[config.mk]
export PLATFORM = sky130hd
export DESIGN_NAME = change_dispenser_n
export DESIGN_NICKNAME = d
export VERILOG_FILES = /design/src/rtl/change_pkg.sv /design/src/rtl/change_coin_sel.sv /design/src/rtl/change_dispenser_n.sv
export SDC_FILE = /design/constraint.sdc
export NUM_CORES = 1
export LEC_CHECK = 0
export BUFFER_PORTS_ARGS = -buffer_cell sky130_fd_sc_hd__clkbuf_2
export CORE_ASPECT_RATIO = 0.8
export CORE_MARGIN = 2
export CORE_UTILIZATION = 52
export CTS_CLUSTER_SIZE = 12
export DETAILED_ROUTE_END_ITERATION = 10
export GPL_TIMING_DRIVEN = 0
export HOLD_SLACK_MARGIN = 0.08
export PLACE_DENSITY = 0.73
export SETUP_SLACK_MARGIN = 0.5
export SKIP_LAST_GASP = 1
export SLEW_MARGIN = 20
export SYNTH_ARGS = -nofsm -noshare
export SYNTH_HDL_FRONTEND = slang
export SYNTH_SLANG_ARGS = --single-unit
[constraint.sdc]
create_clock -name clk -period 3.5 [get_ports clk]
set_input_delay 0.7 -clock clk [delete_from_list [all_inputs] [get_ports clk]]
set_output_delay 0.7 -clock clk [all_outputs]
set_load 0.005 [all_outputs]
[src/rtl/change_pkg.sv]
// Shared definitions for the parametrised change dispenser: FSM encoding and width helper.
package change_pkg;

    typedef enum logic [1:0] {
        StIdle = 2'd0,
        StLoad = 2'd1,
        StDisp = 2'd2,
        StDone = 2'd3
    } state_e;

    // Ceiling log2, never below 1 so a single-denomination build still has a legal index port.
    function automatic int unsigned clog2(input int unsigned n);
        int unsigned w;
        w = 1;
        while ((32'd1 << w) < n) begin
            w = w + 1;
        end
        return w;
    endfunction

endpackage

[src/rtl/change_coin_sel.sv]
// Priority coin selector: picks the largest denomination that fits the remainder and is in stock.
module change_coin_sel
    import change_pkg::*;
#(
    parameter int unsigned DATA_W  = 8,
    parameter int unsigned NCOIN   = 4,
    parameter int unsigned STOCK_W = 6
) (
    input  logic [DATA_W-1:0]        rem_i,
    input  logic [NCOIN*DATA_W-1:0]  coin_vals_i,
    input  logic [NCOIN*STOCK_W-1:0] stock_i,
    output logic                     sel_valid_o,
    output logic [clog2(NCOIN)-1:0]  sel_idx_o
);

    localparam int unsigned IdxW = clog2(NCOIN);

    // Scan from the smallest coin up so the lowest qualifying index wins last.
    always_comb begin
        sel_valid_o = 1'b0;
        sel_idx_o   = '0;
        for (int i = NCOIN - 1; i >= 0; i--) begin
            if ((coin_vals_i[(NCOIN-1-i)*DATA_W +: DATA_W] <= rem_i) &&
                (stock_i[(NCOIN-1-i)*STOCK_W +: STOCK_W] != '0)) begin
                sel_valid_o = 1'b1;
                sel_idx_o   = IdxW'(i);
            end
        end
    end

endmodule

[src/rtl/change_dispenser_n.sv]
// Change dispenser: pays an amount one coin per cycle, largest coin first, tracking coin stock.
module change_dispenser_n
    import change_pkg::*;
#(
    parameter int unsigned                    DATA_W     = 8,
    parameter int unsigned                    NCOIN      = 4,
    parameter logic [NCOIN*DATA_W-1:0]        COIN_VALS  = {8'd50, 8'd20, 8'd10, 8'd5},
    parameter int unsigned                    STOCK_W    = 6,
    parameter int unsigned                    INIT_STOCK = 8
) (
    input  logic                      clk,
    input  logic                      rst,
    input  logic                      in_rdy,
    input  logic [DATA_W-1:0]         data_in,
    input  logic                      refill_en,
    input  logic [clog2(NCOIN)-1:0]   refill_idx,
    input  logic [STOCK_W-1:0]        refill_cnt,
    output logic                      out_rdy,
    output logic                      coin_valid,
    output logic [clog2(NCOIN)-1:0]   coin_idx,
    output logic                      state_cmp,
    output logic [DATA_W-1:0]         data_out,
    output logic                      err,
    output logic [NCOIN*STOCK_W-1:0]  stock_out
);

    localparam int unsigned IdxW = clog2(NCOIN);

    state_e                     state_q, state_d;
    logic [DATA_W-1:0]          rem_q, rem_d;
    logic [NCOIN*STOCK_W-1:0]   stock_q, stock_d;
    logic                       coin_valid_q, coin_valid_d;
    logic [IdxW-1:0]            coin_idx_q, coin_idx_d;
    logic                       state_cmp_q, state_cmp_d;
    logic [DATA_W-1:0]          data_out_q, data_out_d;
    logic                       err_q, err_d;

    logic                       sel_valid;
    logic [IdxW-1:0]            sel_idx;
    logic [DATA_W-1:0]          sel_val;

    change_coin_sel #(
        .DATA_W  (DATA_W),
        .NCOIN   (NCOIN),
        .STOCK_W (STOCK_W)
    ) u_coin_sel (
        .rem_i       (rem_q),
        .coin_vals_i (COIN_VALS),
        .stock_i     (stock_q),
        .sel_valid_o (sel_valid),
        .sel_idx_o   (sel_idx)
    );

    // FSM state register
    always_ff @(posedge clk) begin
        if (!rst) begin
            state_q <= StIdle;
        end else begin
            state_q <= state_d;
        end
    end

    // FSM next state
    always_comb begin
        state_d = state_q;
        unique case (state_q)
            StIdle: if (in_rdy) state_d = StLoad;
            StLoad: state_d = StDisp;
            StDisp: if ((rem_q == '0) || !sel_valid) state_d = StDone;
            StDone: state_d = StIdle;
        endcase
    end

    // FSM outputs
    always_comb begin
        out_rdy = (state_q == StIdle);
    end

    always_comb begin
        sel_val = '0;
        for (int i = 0; i < NCOIN; i++) begin
            if (IdxW'(i) == sel_idx) sel_val = COIN_VALS[(NCOIN-1-i)*DATA_W +: DATA_W];
        end
    end

    always_comb begin
        logic [STOCK_W:0] sum;
        sum          = '0;
        rem_d        = rem_q;
        stock_d      = stock_q;
        coin_valid_d = 1'b0;
        coin_idx_d   = coin_idx_q;
        state_cmp_d  = 1'b0;
        data_out_d   = data_out_q;
        err_d        = err_q;
        unique case (state_q)
            StIdle: begin
                if (refill_en) begin
                    for (int i = 0; i < NCOIN; i++) begin
                        if (IdxW'(i) == refill_idx) begin
                            sum = {1'b0, stock_q[(NCOIN-1-i)*STOCK_W +: STOCK_W]} +
                                  {1'b0, refill_cnt};
                            stock_d[(NCOIN-1-i)*STOCK_W +: STOCK_W] =
                                sum[STOCK_W] ? {STOCK_W{1'b1}} : sum[STOCK_W-1:0];
                        end
                    end
                end
            end
            StLoad: rem_d = data_in;
            StDisp: begin
                if (rem_q == '0) begin
                    state_cmp_d = 1'b1;
                    data_out_d  = rem_q;
                    err_d       = 1'b0;
                end else if (sel_valid) begin
                    coin_valid_d = 1'b1;
                    coin_idx_d   = sel_idx;
                    rem_d        = rem_q - sel_val;
                    for (int i = 0; i < NCOIN; i++) begin
                        if (IdxW'(i) == sel_idx) begin
                            stock_d[(NCOIN-1-i)*STOCK_W +: STOCK_W] =
                                stock_q[(NCOIN-1-i)*STOCK_W +: STOCK_W] - 1'b1;
                        end
                    end
                end else begin
                    state_cmp_d = 1'b1;
                    data_out_d  = rem_q;
                    err_d       = 1'b1;
                end
            end
            StDone: ;
        endcase
    end

    always_ff @(posedge clk) begin
        if (!rst) begin
            rem_q        <= '0;
            stock_q      <= {NCOIN{STOCK_W'(INIT_STOCK)}};
            coin_valid_q <= 1'b0;
            coin_idx_q   <= '0;
            state_cmp_q  <= 1'b0;
            data_out_q   <= '0;
            err_q        <= 1'b0;
        end else begin
            rem_q        <= rem_d;
            stock_q      <= stock_d;
            coin_valid_q <= coin_valid_d;
            coin_idx_q   <= coin_idx_d;
            state_cmp_q  <= state_cmp_d;
            data_out_q   <= data_out_d;
            err_q        <= err_d;
        end
    end

    assign coin_valid = coin_valid_q;
    assign coin_idx   = coin_idx_q;
    assign state_cmp  = state_cmp_q;
    assign data_out   = data_out_q;
    assign err        = err_q;
    assign stock_out  = stock_q;

endmodule

==> flow_summary_export.csv <==
group,metric,value,unit
status,status,"finished with violations",
status,violations,"setup timing",
routing,drtAntennaViolNets,0,
place,hpwl,8.90,mm
synthesis,yosysTopAreaCell,"dfxtp_1",
floorplanning,initial_utilization,54.6,%
timing,rsz0062_at_grt,"true",
routing,drt_iter0_drc,333,
final_layout,syn_to_final_growth,17.9,%
global_routing,grt.overflow.total,0,
timing,fin_crit_sh,101,%
clocking,clock-root-buffer,"clkbuf_8",
power,comb_power_share,73.2,%
power,clock_power_share,7.4,%
setup_path,slowest_delay,0.38,ns
timing,slew_viol_final,0,
setup_path,critPathLaunch,"stock_out[7]$_SDFFE_PN0P_",
timing,finalSetupViolCount,2,
place,place_congestion,0.919,
timing,setup_ws,-0.0323,ns
place,numPortBuffers,56,
final_layout,regArea,950,um^2
global_routing,grt_pass1_wl,18.9,mm
final_layout,final_nets,616,
clocking,cts_made_buffers,5,
setup_path,r2r-start,"stock_out[7]$_SDFFE_PN0P_",
place,post-place-ws,-0.252,ns
synthesis,netlist_instances,477,
floorplanning,die_h,80.8,um
synthesis,syn-num-nets,539,
synthesis,ys_seq_area_share,24.5,%
setup_path,path_buf_inv,2,
routing,finalWirelength,12.0,mm
routing,viasPerCell,6.40,
power,p_switching,0.00239,W
final_layout,final_layout_size_suffix_gt1_share,21.6,%
timing,fin_worst_skew,0.0185,ns
timing,tightest_slew,0.782,ns
clocking,clock_sinks,47,
routing,via_count,4109,
synthesis,ys_top_cells_by_count,"48 x a21oi_1, 47 x dfxtp_1, 47 x nand2_1",
final_layout,antenna_cells,0,
power,peakVddDrop,0.553,mV
timing,max_slew_margin,47.8,%
synthesis,yosys.area.top_type_share,24.5,%
clocking,clkTransAtPathRegs,0.10,ns
synthesis,synth-edff-count,0,
setup_path,cpLargestDelayFamily,"simple AND/OR/NAND/NOR gates",
floorplanning,fp.dieW,100,um
floorplanning,ioPinCount,58,
final_layout,fill_cells,652,
routing,route.detailed.drc,0,
setup_path,critPathSlowestCell,"or3b_4",
synthesis,synth.avg_cell_area,8.04,um^2
synthesis,synth_seq_cells,47,
worst_hold_path,hold_path_class,"flip-flop to flip-flop",
routing,post_drt_wl_per_cell,18.8,um
worst_hold_path,worstHoldStart,"data_out[2]$_SDFFE_PN0P_",
final_layout,utilization,64.4,%
final_layout,multi_input_area,2790,um^2
synthesis,synthArstFlopShare,0,%
timing,finalCriticalPeriod,3.53,ns
flow_run,cap_violations,0,
power,p_seq_share,19.4,%
power,p_sw_share,50.1,%
setup_path,path_class,"flip-flop to flip-flop",
synthesis,synthTopCellsByArea,"dfxtp_1 25%, ha_1 12%, a21oi_1 6.3%",
timing,hold_violations,0,
synthesis,ys_warn_count,0,
power,p_leak,1.86,nW
floorplanning,rows,27,
clocking,ctsLongestPathBuffers,2,
floorplanning,coreArea,7030,um^2
setup_path,worstPathArrival,3.75,ns
routing,dr.pass1.iters,6,
setup_path,cp.required,3.71,ns
setup_path,end_kind,"flip-flop",
synthesis,synth_area,3840,um^2
global_routing,grt_antenna_before_repair,0,
floorplanning,die_area,8090,um^2
global_routing,gr-usage-all-layers,29.9,%
timing,timing.fmax,283,MHz
power,p_int,0.00238,W
clocking,cts_htree_levels,2,
synthesis,synth_most_common_cell,"a21oi_1",
power,powerDensity,1050,nW/um^2
setup_path,crit_path_start_kind,"flip-flop",
clocking,cts_tree,"done",
setup_path,crit_fanout,3,
global_routing,grt_pass1_vias,3714,
synthesis,synth_cell_type_count,74,
global_routing,grt_max_degree,17,
power,finalPower,0.00476,W
setup_path,path_cells,"clkinv_4 -> ha_4 -> or3b_4 -> o32a_4 -> or3_4 -> nand2_2 -> nand2_2 -> inv_2 -> ha_4 -> nor2b_4 -> o31a_1 -> o21a_1 -> or3_1 -> a311o_1 -> and3_1",
clocking,insertion_delay,0.31,ns
synthesis,ys.flop_type,"dfxtp_1",
==> worst register-to-register path, delay by kind of cell, from the launching register on <==
family	cells	cell delay (ns)
flops	1	0.36
compound gates	4	1.12
buf+inv	2	0.16
fa+ha+maj	2	0.32
simple gates	7	1.48
==> through the flow <==
step                      setup TNS (ns)  cells  area, um^2  hold slack, ns
final                            -0.0439    642        4530           0.462
after global routing              -0.256    642        4530           0.494
after CTS                         -0.296    639        4490           0.464
after detailed placement          -0.493    620        4270           0.449
after global placement            -0.371    620        4270           0.443
after floorplan                  -0.0240    477        3880           0.453
==> state kept, by name (all words and copies together), names as in the netlist <==
register,cells
stock_out,24
data_out,8
rem_q,8
coin_idx,2
state_q,2
coin_valid,1
err,1
state_cmp,1
==> repair_timing <==
item / CTS / global route
gates resized for setup: 13 / 6
hold endpoints to repair: 0 / 0
setup endpoints to repair: 15 / 11
hold buffers: 0 / 0
setup buffers: 11 / 3
pin swaps: 14 / 9
==> routing by layer <==
metal	routed length [um]	vias up	share of wire [%]	global-route usage, %
met3	1170	34	9.7	6.37
met1	5370	1916	45	42.0
met4	320	0	2.7	11.0
met5	0	-	0	0
met2	5190	230	43	45.5
li1	-	1929	-	-
==> final timing paths <==
kind / end / slack [ns] / cells after the start
hold / removal: data_out[2]$_SDFFE_PN0P_ / 0.46 / 2
hold reg to reg: data_out[2]$_SDFFE_PN0P_ / 0.46 / 2
setup / recovery: rem_q[5]$_SDFFE_PN0P_ / -0.03 / 15
setup reg to reg: rem_q[5]$_SDFFE_PN0P_ / -0.03 / 15
==> final cells by class <==
class | count | share of cell area (%)
multi-input combinational | 384 | 61.7
sequential | 47 | 21.0
timing repair buffer | 70 | 8.52
inverter | 29 | 2.57
tap | 87 | 2.41
buffer | 17 | 1.74
clock buffer | 5 | 1.52
clock inverter | 3 | 0.553
==> power by group through the flow <==
stage | Sequential [W] | Combinational [W] | Clock [W]
2_1_floorplan | 0.000867 | 0.00232 | 0
3_3_place_gp | 0.000918 | 0.00295 | 0
3_5_place_dp | 0.000925 | 0.00303 | 0
4_1_cts | 0.000912 | 0.00333 | 0.000356
5_1_grt | 0.000950 | 0.00380 | 0.000373
6_report | 0.000924 | 0.00349 | 0.000353
==> cell usage in the layout (no fill, tap or decap), types with 5 or more instances in the layout <==
cell type	count
or3_1	5
xnor2_1	12
clkbuf_2	57
clkbuf_8	5
nand3_1	12
a211o_1	5
nor2b_1	5
nand2_1	45
nor3_1	11
xor2_1	5
o21a_1	7
o31ai_1	5
clkbuf_1	12
ha_1	33
a211oi_1	11
a21oi_1	46
inv_1	24
nand2b_1	7
nor2_1	33
a31oi_1	5
dfxtp_1	44
o21ai_0	31
buf_4	15
==> cell families (layout without fill, tap and decap cells) <==
kind of cell / count (synthesis) / in the layout / share of synthesized area, %
AO/OA/AOI/OAI: 168 / 168 / 30.3
XOR/XNOR: 17 / 17 / 3.88
adder cells (fa/ha/maj): 42 / 42 / 14.7
buffers and inverters: 46 / 124 / 4.83
flip-flops: 47 / 47 / 24.5
multiplexers: 6 / 6 / 1.73
AND/OR/NAND/NOR: 151 / 151 / 20.1
Power figures use the tool's default switching activity.
